==> config.mk <==
export PLATFORM = sky130hd
export DESIGN_NAME = dit_dah_encoder
export DESIGN_NICKNAME = d
export VERILOG_FILES = /design/src/rtl/morse_pkg.sv /design/src/rtl/sym_fifo.sv /design/src/rtl/dit_dah_encoder.sv
export SDC_FILE = /design/constraint.sdc
export NUM_CORES = 1
export LEC_CHECK = 0
export CORE_UTILIZATION = 45
export CTS_BUF_LIST = sky130_fd_sc_hd__clkbuf_16
export DETAILED_ROUTE_END_ITERATION = 16
export GPL_ROUTABILITY_DRIVEN = 0
export PLACE_DENSITY = 0.66
export SLEW_MARGIN = 40
export SYNTH_ARGS = -nofsm -noshare
export SYNTH_HDL_FRONTEND = slang
export SYNTH_SLANG_ARGS = --single-unit
==> constraint.sdc <==
create_clock -name clk -period 2.5 [get_ports clk]
set_input_delay 0.625 -clock clk [delete_from_list [all_inputs] [get_ports clk]]
set_output_delay 0.625 -clock clk [all_outputs]
set_load 0.02 [all_outputs]
==> src/rtl/morse_pkg.sv <==
// Shared Morse definitions: symbol codes, FSM state encoding and unit counts.
package morse_pkg;

  // Symbol codes exchanged between the decoder and the encoder.
  typedef enum logic [2:0] {
    SymDit  = 3'd1,
    SymDah  = 3'd2,
    SymLgap = 3'd3,
    SymWgap = 3'd4
  } morse_sym_e;

  typedef enum logic [1:0] {
    StIdle  = 2'd0,
    StMark  = 2'd1,
    StSpace = 2'd2
  } morse_state_e;

  localparam int unsigned UnitsW = 3;

  localparam logic [UnitsW-1:0] DitUnits   = 3'd1;
  localparam logic [UnitsW-1:0] DahUnits   = 3'd3;
  localparam logic [UnitsW-1:0] LgapUnits  = 3'd2;
  localparam logic [UnitsW-1:0] WgapUnits  = 3'd6;
  // Gap inserted after every mark.
  localparam logic [UnitsW-1:0] IntraUnits = 3'd1;

  function automatic logic sym_legal(logic [2:0] code);
    return (code == SymDit) || (code == SymDah) || (code == SymLgap) || (code == SymWgap);
  endfunction

  function automatic logic sym_is_mark(logic [2:0] code);
    return (code == SymDit) || (code == SymDah);
  endfunction

  function automatic logic [UnitsW-1:0] sym_units(logic [2:0] code);
    logic [UnitsW-1:0] units;
    units = '0;
    if (code == SymDit)  units = DitUnits;
    if (code == SymDah)  units = DahUnits;
    if (code == SymLgap) units = LgapUnits;
    if (code == SymWgap) units = WgapUnits;
    return units;
  endfunction

endpackage

==> src/rtl/sym_fifo.sv <==
// Synchronous show-ahead FIFO for buffered Morse symbols.
module sym_fifo #(
  parameter int unsigned Depth = 4,
  parameter int unsigned Width = 3
) (
  input  logic                     clk_i,
  input  logic                     rst_ni,
  input  logic                     push_i,
  input  logic [Width-1:0]         wdata_i,
  input  logic                     pop_i,
  output logic [Width-1:0]         rdata_o,
  output logic                     full_o,
  output logic                     empty_o,
  output logic [$clog2(Depth):0]   count_o
);

  localparam int unsigned PtrW = $clog2(Depth);
  localparam int unsigned CntW = PtrW + 1;

  logic [Width-1:0] mem_q [Depth];
  logic [PtrW-1:0]  wr_ptr_q, rd_ptr_q;
  logic [CntW-1:0]  count_q;
  logic             do_push, do_pop;

  // Guard both ports so the FIFO can never overflow or underflow.
  assign do_push = push_i && !full_o;
  assign do_pop  = pop_i && !empty_o;

  assign full_o  = (count_q == CntW'(Depth));
  assign empty_o = (count_q == '0);
  assign count_o = count_q;
  assign rdata_o = mem_q[rd_ptr_q];

  // Storage array; no reset needed since count gates every read.
  always_ff @(posedge clk_i) begin
    if (do_push) mem_q[wr_ptr_q] <= wdata_i;
  end

  // Pointers wrap naturally because Depth is a power of two.
  always_ff @(posedge clk_i or negedge rst_ni) begin
    if (!rst_ni) begin
      wr_ptr_q <= '0;
      rd_ptr_q <= '0;
      count_q  <= '0;
    end else begin
      if (do_push) wr_ptr_q <= wr_ptr_q + 1'b1;
      if (do_pop)  rd_ptr_q <= rd_ptr_q + 1'b1;
      if (do_push && !do_pop)      count_q <= count_q + 1'b1;
      else if (do_pop && !do_push) count_q <= count_q - 1'b1;
    end
  end

endmodule

==> src/rtl/dit_dah_encoder.sv <==
// Morse keyer: turns buffered dit/dah/gap symbols into a timed on/off keyed line.
module dit_dah_encoder #(
  parameter int unsigned UNIT_CYCLES = 33,
  parameter int unsigned FIFO_DEPTH  = 4
) (
  input  logic       clk,
  input  logic       rst_n,
  input  logic [2:0] ditsdahs,
  input  logic       sym_valid,
  output logic       sym_ready,
  output logic       signal,
  output logic       busy,
  output logic       err
);

  import morse_pkg::*;

  localparam int unsigned CntW       = $clog2(FIFO_DEPTH) + 1;
  localparam logic [7:0]  UnitReload = 8'(UNIT_CYCLES - 1);

  logic             accept, legal;
  logic             fifo_push, fifo_pop, fifo_full, fifo_empty;
  logic [2:0]       fifo_rdata;
  logic [CntW-1:0]  fifo_count;

  morse_state_e      state_q, state_d;
  logic [7:0]        unit_cnt_q, unit_cnt_d;
  logic [UnitsW-1:0] units_left_q, units_left_d;
  logic              signal_q, err_q;
  logic              load;

  assign sym_ready = !fifo_full;
  assign accept    = sym_valid && sym_ready;
  assign legal     = sym_legal(ditsdahs);
  // Illegal codes are handshaken but never buffered.
  assign fifo_push = accept && legal;

  sym_fifo #(
    .Depth (FIFO_DEPTH),
    .Width (3)
  ) u_sym_fifo (
    .clk_i   (clk),
    .rst_ni  (rst_n),
    .push_i  (fifo_push),
    .wdata_i (ditsdahs),
    .pop_i   (fifo_pop),
    .rdata_o (fifo_rdata),
    .full_o  (fifo_full),
    .empty_o (fifo_empty),
    .count_o (fifo_count)
  );

  // Next-state: count down cycles and units, chain symbols without an idle bubble.
  always_comb begin
    state_d      = state_q;
    unit_cnt_d   = unit_cnt_q;
    units_left_d = units_left_q;
    fifo_pop     = 1'b0;
    load         = 1'b0;

    unique case (state_q)
      StIdle: begin
        if (!fifo_empty) load = 1'b1;
      end
      StMark, StSpace: begin
        if (unit_cnt_q != 8'd0) begin
          unit_cnt_d = unit_cnt_q - 8'd1;
        end else if (units_left_q != '0) begin
          units_left_d = units_left_q - 1'b1;
          unit_cnt_d   = UnitReload;
        end else if (state_q == StMark) begin
          state_d      = StSpace;
          unit_cnt_d   = UnitReload;
          units_left_d = IntraUnits - 1'b1;
        end else if (!fifo_empty) begin
          load = 1'b1;
        end else begin
          state_d      = StIdle;
          unit_cnt_d   = 8'd0;
          units_left_d = '0;
        end
      end
      default: begin
        state_d      = StIdle;
        unit_cnt_d   = 8'd0;
        units_left_d = '0;
      end
    endcase

    if (load) begin
      fifo_pop     = 1'b1;
      state_d      = sym_is_mark(fifo_rdata) ? StMark : StSpace;
      unit_cnt_d   = UnitReload;
      units_left_d = sym_units(fifo_rdata) - 1'b1;
    end
  end

  // State, counters and registered outputs; reset kills any mark in progress.
  always_ff @(posedge clk or negedge rst_n) begin
    if (!rst_n) begin
      state_q      <= StIdle;
      unit_cnt_q   <= 8'd0;
      units_left_q <= '0;
      signal_q     <= 1'b0;
      err_q        <= 1'b0;
    end else begin
      state_q      <= state_d;
      unit_cnt_q   <= unit_cnt_d;
      units_left_q <= units_left_d;
      signal_q     <= (state_d == StMark);
      err_q        <= accept && !legal;
    end
  end

  assign signal = signal_q;
  assign err    = err_q;
  assign busy   = !fifo_empty || (state_q != StIdle);

endmodule

==> run metrics, run 1 <==
die area 4699 sq um; GRT met2 Usage 0.3297; CTS Buf Count 5; slew at the pin closest to its max-slew limit 0.4164 ns; Post-Synthesis Cells 177; DP Cell Count ~250; slowest stage delay, CP 0.42 ns; post-synth net total 196; crit-path max FO 5; met3 usage 0.06579; largest net degree at the start of global routing 23; Reg-to-Reg Start state_q[1]; final setup violation count 0; Power Density 1505 nW/um^2; sequential-to-total area share from yosys stat 0.4570; Die X 68.55 microns; Die Ht slightly below 70 microns; setup slack, reg-to-reg approximately 0.09 ns; Ant. Diodes 0; RSZ-0062 raised after global routing true; post-synth cell types between 40 and 50; layout cells sized above 1 0.2222; Synth Area per Inst 11.26 sq um; asr flop ratio synth 0.6471; clk_lat worst skew 0.28 ns; Nets about 230; commonest non-fill, non-tap cell in the layout dfrtp_1; largest family of logic cells by synthesized area simple AND/OR/NAND/NOR gates; cell depth of the worst setup path 10; Clock Path Buffers 2; end of the worst register-to-register path u_sym_fifo.count_o[1]; Post-synth EDFFs 12; first-pass GRT wire length 6665 microns; Hold Buf Count CTS 0; worst r2r path cells 10; largest cells by area after synthesis dfrtp_1, edfxtp_1, ha_1, mux4_2, nand2_1; worst vdd ir 0.8188 mV; arrival time worst endpoint ~2.6 ns; Final Util 0.5978; busiest grt layer met2; Overall Global Routing Usage 0.2007; crit path time final 2.411 ns; Post-Syn Area 1993 sq um; clock-pin slew on the worst setup and hold paths 0.06 ns; number of max-cap violations 0; Seq cells post-synth 34; static leakage 1.021 nW; Starting Density 0.4843; post-route ant nets 0; adder-cell share of the synthesized area 0.08537; initial antenna violation count 0; CTS root buffer clkbuf_16; max-slew violations 0; Hold Vio Cnt, Final 0; hpwl dp 2958 microns; I/O pin count 10; router iterations before antenna repair 4; met1 GRT Util 0.2270; Simple-Gate Fraction of Synth Area 0.1890; Layout area overhead 23.41%; Worst path slowest cell dfrtp_1; post-detailed-routing wire length 3950 microns; H-Tree Depth 2; post-route DRC violation count 0; area leader, netlist dfrtp_1; Vias/cell 5.685; Core ar. 4115 sq um; CTS tree done; vias 1,461; crit share post-route 0.9646; Synth top area share 0.2762; critical path capture point u_sym_fifo.count_o[1]; achievable frequency 414.7 MHz; num rows 23; vias in the first global route 1,489; Slew HR 0.7215; DR WL/cell 15.37 microns; mux cell area share after synthesis 0.05838; number of DRC markers in iteration 0 between 100 and 150; commonest non-fill, non-tap cells in the layout dfrtp_1, nand2_1, buf_4, nor2_1; crit end category register; largest delay contributor family on the critical path adder cells; Ys Warns 0; CP Launch Type register; top_reg_cell synth dfrtp_1; Hold WS 0.5413 ns; Tightest Hold Check Type reg -> reg; outcome complete, no violations; Finished Layout Cells 257; crit path buf inv count 3; Layout Skew 0.003352 ns; clock sink total 34; Worst Path Required around 2.7 ns; worst-path cell chain inv_1 > ha_1 > nor4_4 > a41oi_4 > nor2_8 > inv_2 > ha_1 > inv_1 > fa_1 > mux2_2; Synth Area in XOR/XNOR 0.03955; Synth Area in Compound Gates 0.1412; port bufs 9; critical path class reg -> reg; crit path from state_q[1]; GR Overflow Total 0
[power by group]
| part | total [W] | internal [W] | switching [W] |
|---|---|---|---|
| registers | 0.000992 | 0.000769 | 0.000223 |
| clock network | 0.000806 | 0.000572 | 0.000233 |
| logic | 0.00190 | 0.000884 | 0.00102 |
| total | 0.00370 | 0.00223 | 0.00148 |
[layout make-up]
class                   instances  area [sq um]
well taps                      50         62.56
repair buffers                 25         210.2
clock buffers                   5         125.1
fillers                       332          1655
clock inverters                 3         68.82
multi-input cells             128          1037
inverters                      12         45.04
flip-flops and latches         34         910.9
[synth_stat cells (all sizes together) (3+ instances only)]
library cell,count
dfrtp,22
nand2,17
nor2,14
edfxtp,12
ha,12
inv,12
o21ai,10
a21oi,9
and2,6
nor3,6
xor2,6
mux2,4
nand3,4
nand4,4
mux4,3
or3,3
xnor2,3
[worst register-to-register path, cell delays in order (launching register included)]
cell and delay, ns:
dfrtp_1 0.42, inv_1 0.10, ha_1 0.24, nor4_4 0.22, a41oi_4 0.21, nor2_8 0.12, inv_2 0.05, ha_1 0.20
inv_1 0.07, fa_1 0.40, mux2_2 0.27
[sequential cells by signal, indices dropped and copies added, names as in the netlist]
name	count
units_left_q	3
unit_cnt_q	8
err	1
u_sym_fifo.mem_q	12
u_sym_fifo.rd_ptr_q	2
u_sym_fifo.count_o	3
signal	1
state_q	2
u_sym_fifo.wr_ptr_q	2
[worst min path at each step]
stage	startpoint	to	slack, ns	cells past startpoint
6_report	u_sym_fifo.rd_ptr_q[1]	u_sym_fifo.rd_ptr_q[1]	0.54	1
3_3_place_gp	unit_cnt_q[6]	unit_cnt_q[6]	0.50	1
2_1_floorplan	rst_n	err	0.33	0
5_1_grt	unit_cnt_q[6]	unit_cnt_q[6]	0.58	1
3_5_place_dp	unit_cnt_q[0]	unit_cnt_q[0]	0.52	1
4_1_cts	unit_cnt_q[0]	unit_cnt_q[0]	0.53	1
[through the flow]
| stage | cell area [sq um] | setup TNS [ns] | setup WS, ns | power (W) |
|---|---|---|---|---|
| 2_1_floorplan | 1993 | 0 | 0.08128 | 0.002337 |
| 3_5_place_dp | 2237 | -0.2266 | -0.1445 | 0.002855 |
| 3_3_place_gp | 2237 | -0.07121 | -0.04488 | 0.002775 |
| 5_1_grt | 2460 | -0.03394 | -0.03394 | 0.003985 |
| 4_1_cts | 2431 | 0 | 0.03537 | 0.003681 |
| 6_report | 2460 | 0 | 0.08857 | 0.003701 |
[timing repair]
action / in CTS / in global routing
resized for setup: 0 / 3
hold endpoints to repair: 0 / 0
endpoints found under the setup margin: 0 / 3
setup buffers: 0 / 2
[metal layers]
metal / vias to the layer above / share of wire
met5: - / 0
met4: 0 / 0.039
met3: 15 / 0.042
met2: 38 / 0.50
met1: 710 / 0.42
li1: 698 / -
[cell families (layout without fill, tap and decap cells)]
group	count (synthesis)	after routing
buffers and inverters	15	45
xor gates and xnor gates	9	9
DFF	34	34
adders and majority gates	13	13
AOI/OAI and AO/OA	36	36
and+or+nand+nor	63	63
muxes	7	7
Note: power is estimated with default switching activity, not from simulation.
==> run 2, diff against run 1 <==
==> constraint.sdc (replaced) <==
create_clock -name clk -period 2.5 [get_ports clk]
set_input_delay 0.625 -clock clk [delete_from_list [all_inputs] [get_ports clk]]
set_output_delay 0.625 -clock clk [all_outputs]
set_load 0.01 [all_outputs]
==> run metrics, run 2 (synthesized netlist as in run 1, its figures left out) <==
post-detailed-routing wire length around 4100 microns; total power 0.003562 W; outcome complete, no violations; post-route ant nets 0; GR Overflow Total 0; largest delay contributor family on the critical path buffers and inverters; Nets 227; first-pass GRT wire length 6775 microns; worst-path cell chain buf_4 > nor3_2 > nand2_1 > clkdlybuf4s50_1; number of max-cap violations 0; Tightest Hold Check Type reg -> reg; vias 1,447; CTS root buffer clkbuf_16; final setup violation count 0; Hold Buf Count CTS 0; critical path class reg -> out; Ant. Diodes 0; die area between 4000 and 5000 sq um; hpwl dp 3057 microns; Starting Density 0.4843; CTS Buf Count 5; crit share post-route 0.9505; Die X 68.55 microns; slowest stage delay, CP 0.48 ns; Layout area overhead 22.16%; achievable frequency 420.8 MHz; static leakage around 1 nW; Power Density 1463 nW/um^2; clock sink total 34; max reg flops 12; Overall Global Routing Usage 0.2039; crit end category output port; max-slew violations 0; CP Launch Type register; Clock Path Buffers 2; RSZ-0062 raised after global routing false; initial antenna violation count 0; commonest non-fill, non-tap cells in the layout dfrtp_1, buf_4, nand2_1, nor2_1, edfxtp_1; Core ar. 4115 sq um; I/O pin count 10; crit path buf inv count 2; Final WS setup 0.1237 ns; num rows 23; CTS tree done; Vias/cell between 5 and 6; crit path time final 2.376 ns; layout cells sized above 1 0.2440; vias in the first global route around 1,500; post-route DRC violation count 0; largest net degree at the start of global routing 23; number of DRC markers in iteration 0 100; clock-pin slew on the worst setup and hold paths 0.06 ns; arrival time worst endpoint 1.75 ns; crit-path max FO 6; router iterations before antenna repair 4; worst vdd ir 0.7267 mV; Fill cells 342; Area after DPL 2245 sq um; biggest regs u_sym_fifo.mem_q x12, unit_cnt_q x8; Final Util 0.5917; post-route design area 2435 sq um; port bufs 9; Largest Register u_sym_fifo.mem_q; commonest non-fill, non-tap cell in the layout dfrtp_1; worst slack, placed -0.1164 ns; Worst Path Required 1.88 ns; slew at the pin closest to its max-slew limit 0.4554 ns; H-Tree Depth 2; Layout Skew 0.004334 ns; Die Ht 68.55 microns; Slew HR 0.6937; Worst path slowest cell clkdlybuf4s50_1; clk_lat worst skew 0.28 ns; Hold Vio Cnt, Final 0; DR WL/cell about 16 microns
run 2: layout make-up:
| type | instances | area, sq um | area share |
|---|---|---|---|
| clock buffer | 5 | 125.1 | 0.05139 |
| clock inverter | 3 | 20.02 | 0.008222 |
| inverter | 12 | 45.04 | 0.01850 |
| multi-input combinational | 128 | 1046 | 0.4296 |
| sequential | 34 | 910.9 | 0.3741 |
| tap | 50 | 62.56 | 0.02569 |
| timing repair buffer | 27 | 225.2 | 0.09250 |
run 2: per-layer routing:
| layer | global-route usage | up-vias | wire length (microns) |
|---|---|---|---|
| met5 | 0 | - | 0 |
| met4 | 0.1146 | 0 | 104 |
| met3 | 0.06250 | 11 | 157 |
| met2 | 0.3554 | 32 | 2083 |
| met1 | 0.2175 | 700 | 1716 |
| li1 | - | 704 | - |
run 2: worst paths after layout:
path / start / to / slack [ns] / cells past startpoint
min in group asynchronous: rst_n / unit_cnt_q[2] / 0.70 / 2
min reg2reg: unit_cnt_q[6] / unit_cnt_q[6] / 0.54 / 1
max in group asynchronous: rst_n / state_q[1] / 1.57 / 2
max: u_sym_fifo.count_o[0] / busy / 0.12 / 4
max reg2reg: unit_cnt_q[0] / u_sym_fifo.count_o[1] / 0.15 / 10
min: unit_cnt_q[6] / unit_cnt_q[6] / 0.54 / 1
run 2: through the flow:
| step | std cells | hold slack (ns) | TNS [ns] |
|---|---|---|---|
| 5_1_grt | 259 | 0.5689 | 0 |
| 4_1_cts | 256 | 0.5391 | 0 |
| 3_3_place_gp | 248 | 0.5034 | -0.06102 |
| 2_1_floorplan | 177 | 0.3294 | 0 |
| 3_5_place_dp | 248 | 0.5254 | -0.1906 |
| 6_report | 259 | 0.5398 | 0 |
run 2: report_power, final:
group,internal (W),switching (W),leakage (nW)
clock,0.000368,0.000236,0.0679
sequential,0.000770,0.000206,0.384
combinational,0.000932,0.00105,0.548
run 2: worst reg2reg max path, stage by stage, from the launching register on:
cell and delay, ns:
dfrtp_1 0.39, inv_2 0.08, ha_1 0.14, nor4b_4 0.29
a41oi_4 0.21, nor2_8 0.12, inv_2 0.05, ha_1 0.20
inv_1 0.07, fa_1 0.40, mux2_2 0.27
run 2: repair_timing:
action,CTS,global route
hold endpoints to repair,0,0
gates resized for setup,0,6
setup buffers,0,3
setup endpoints to repair,0,3
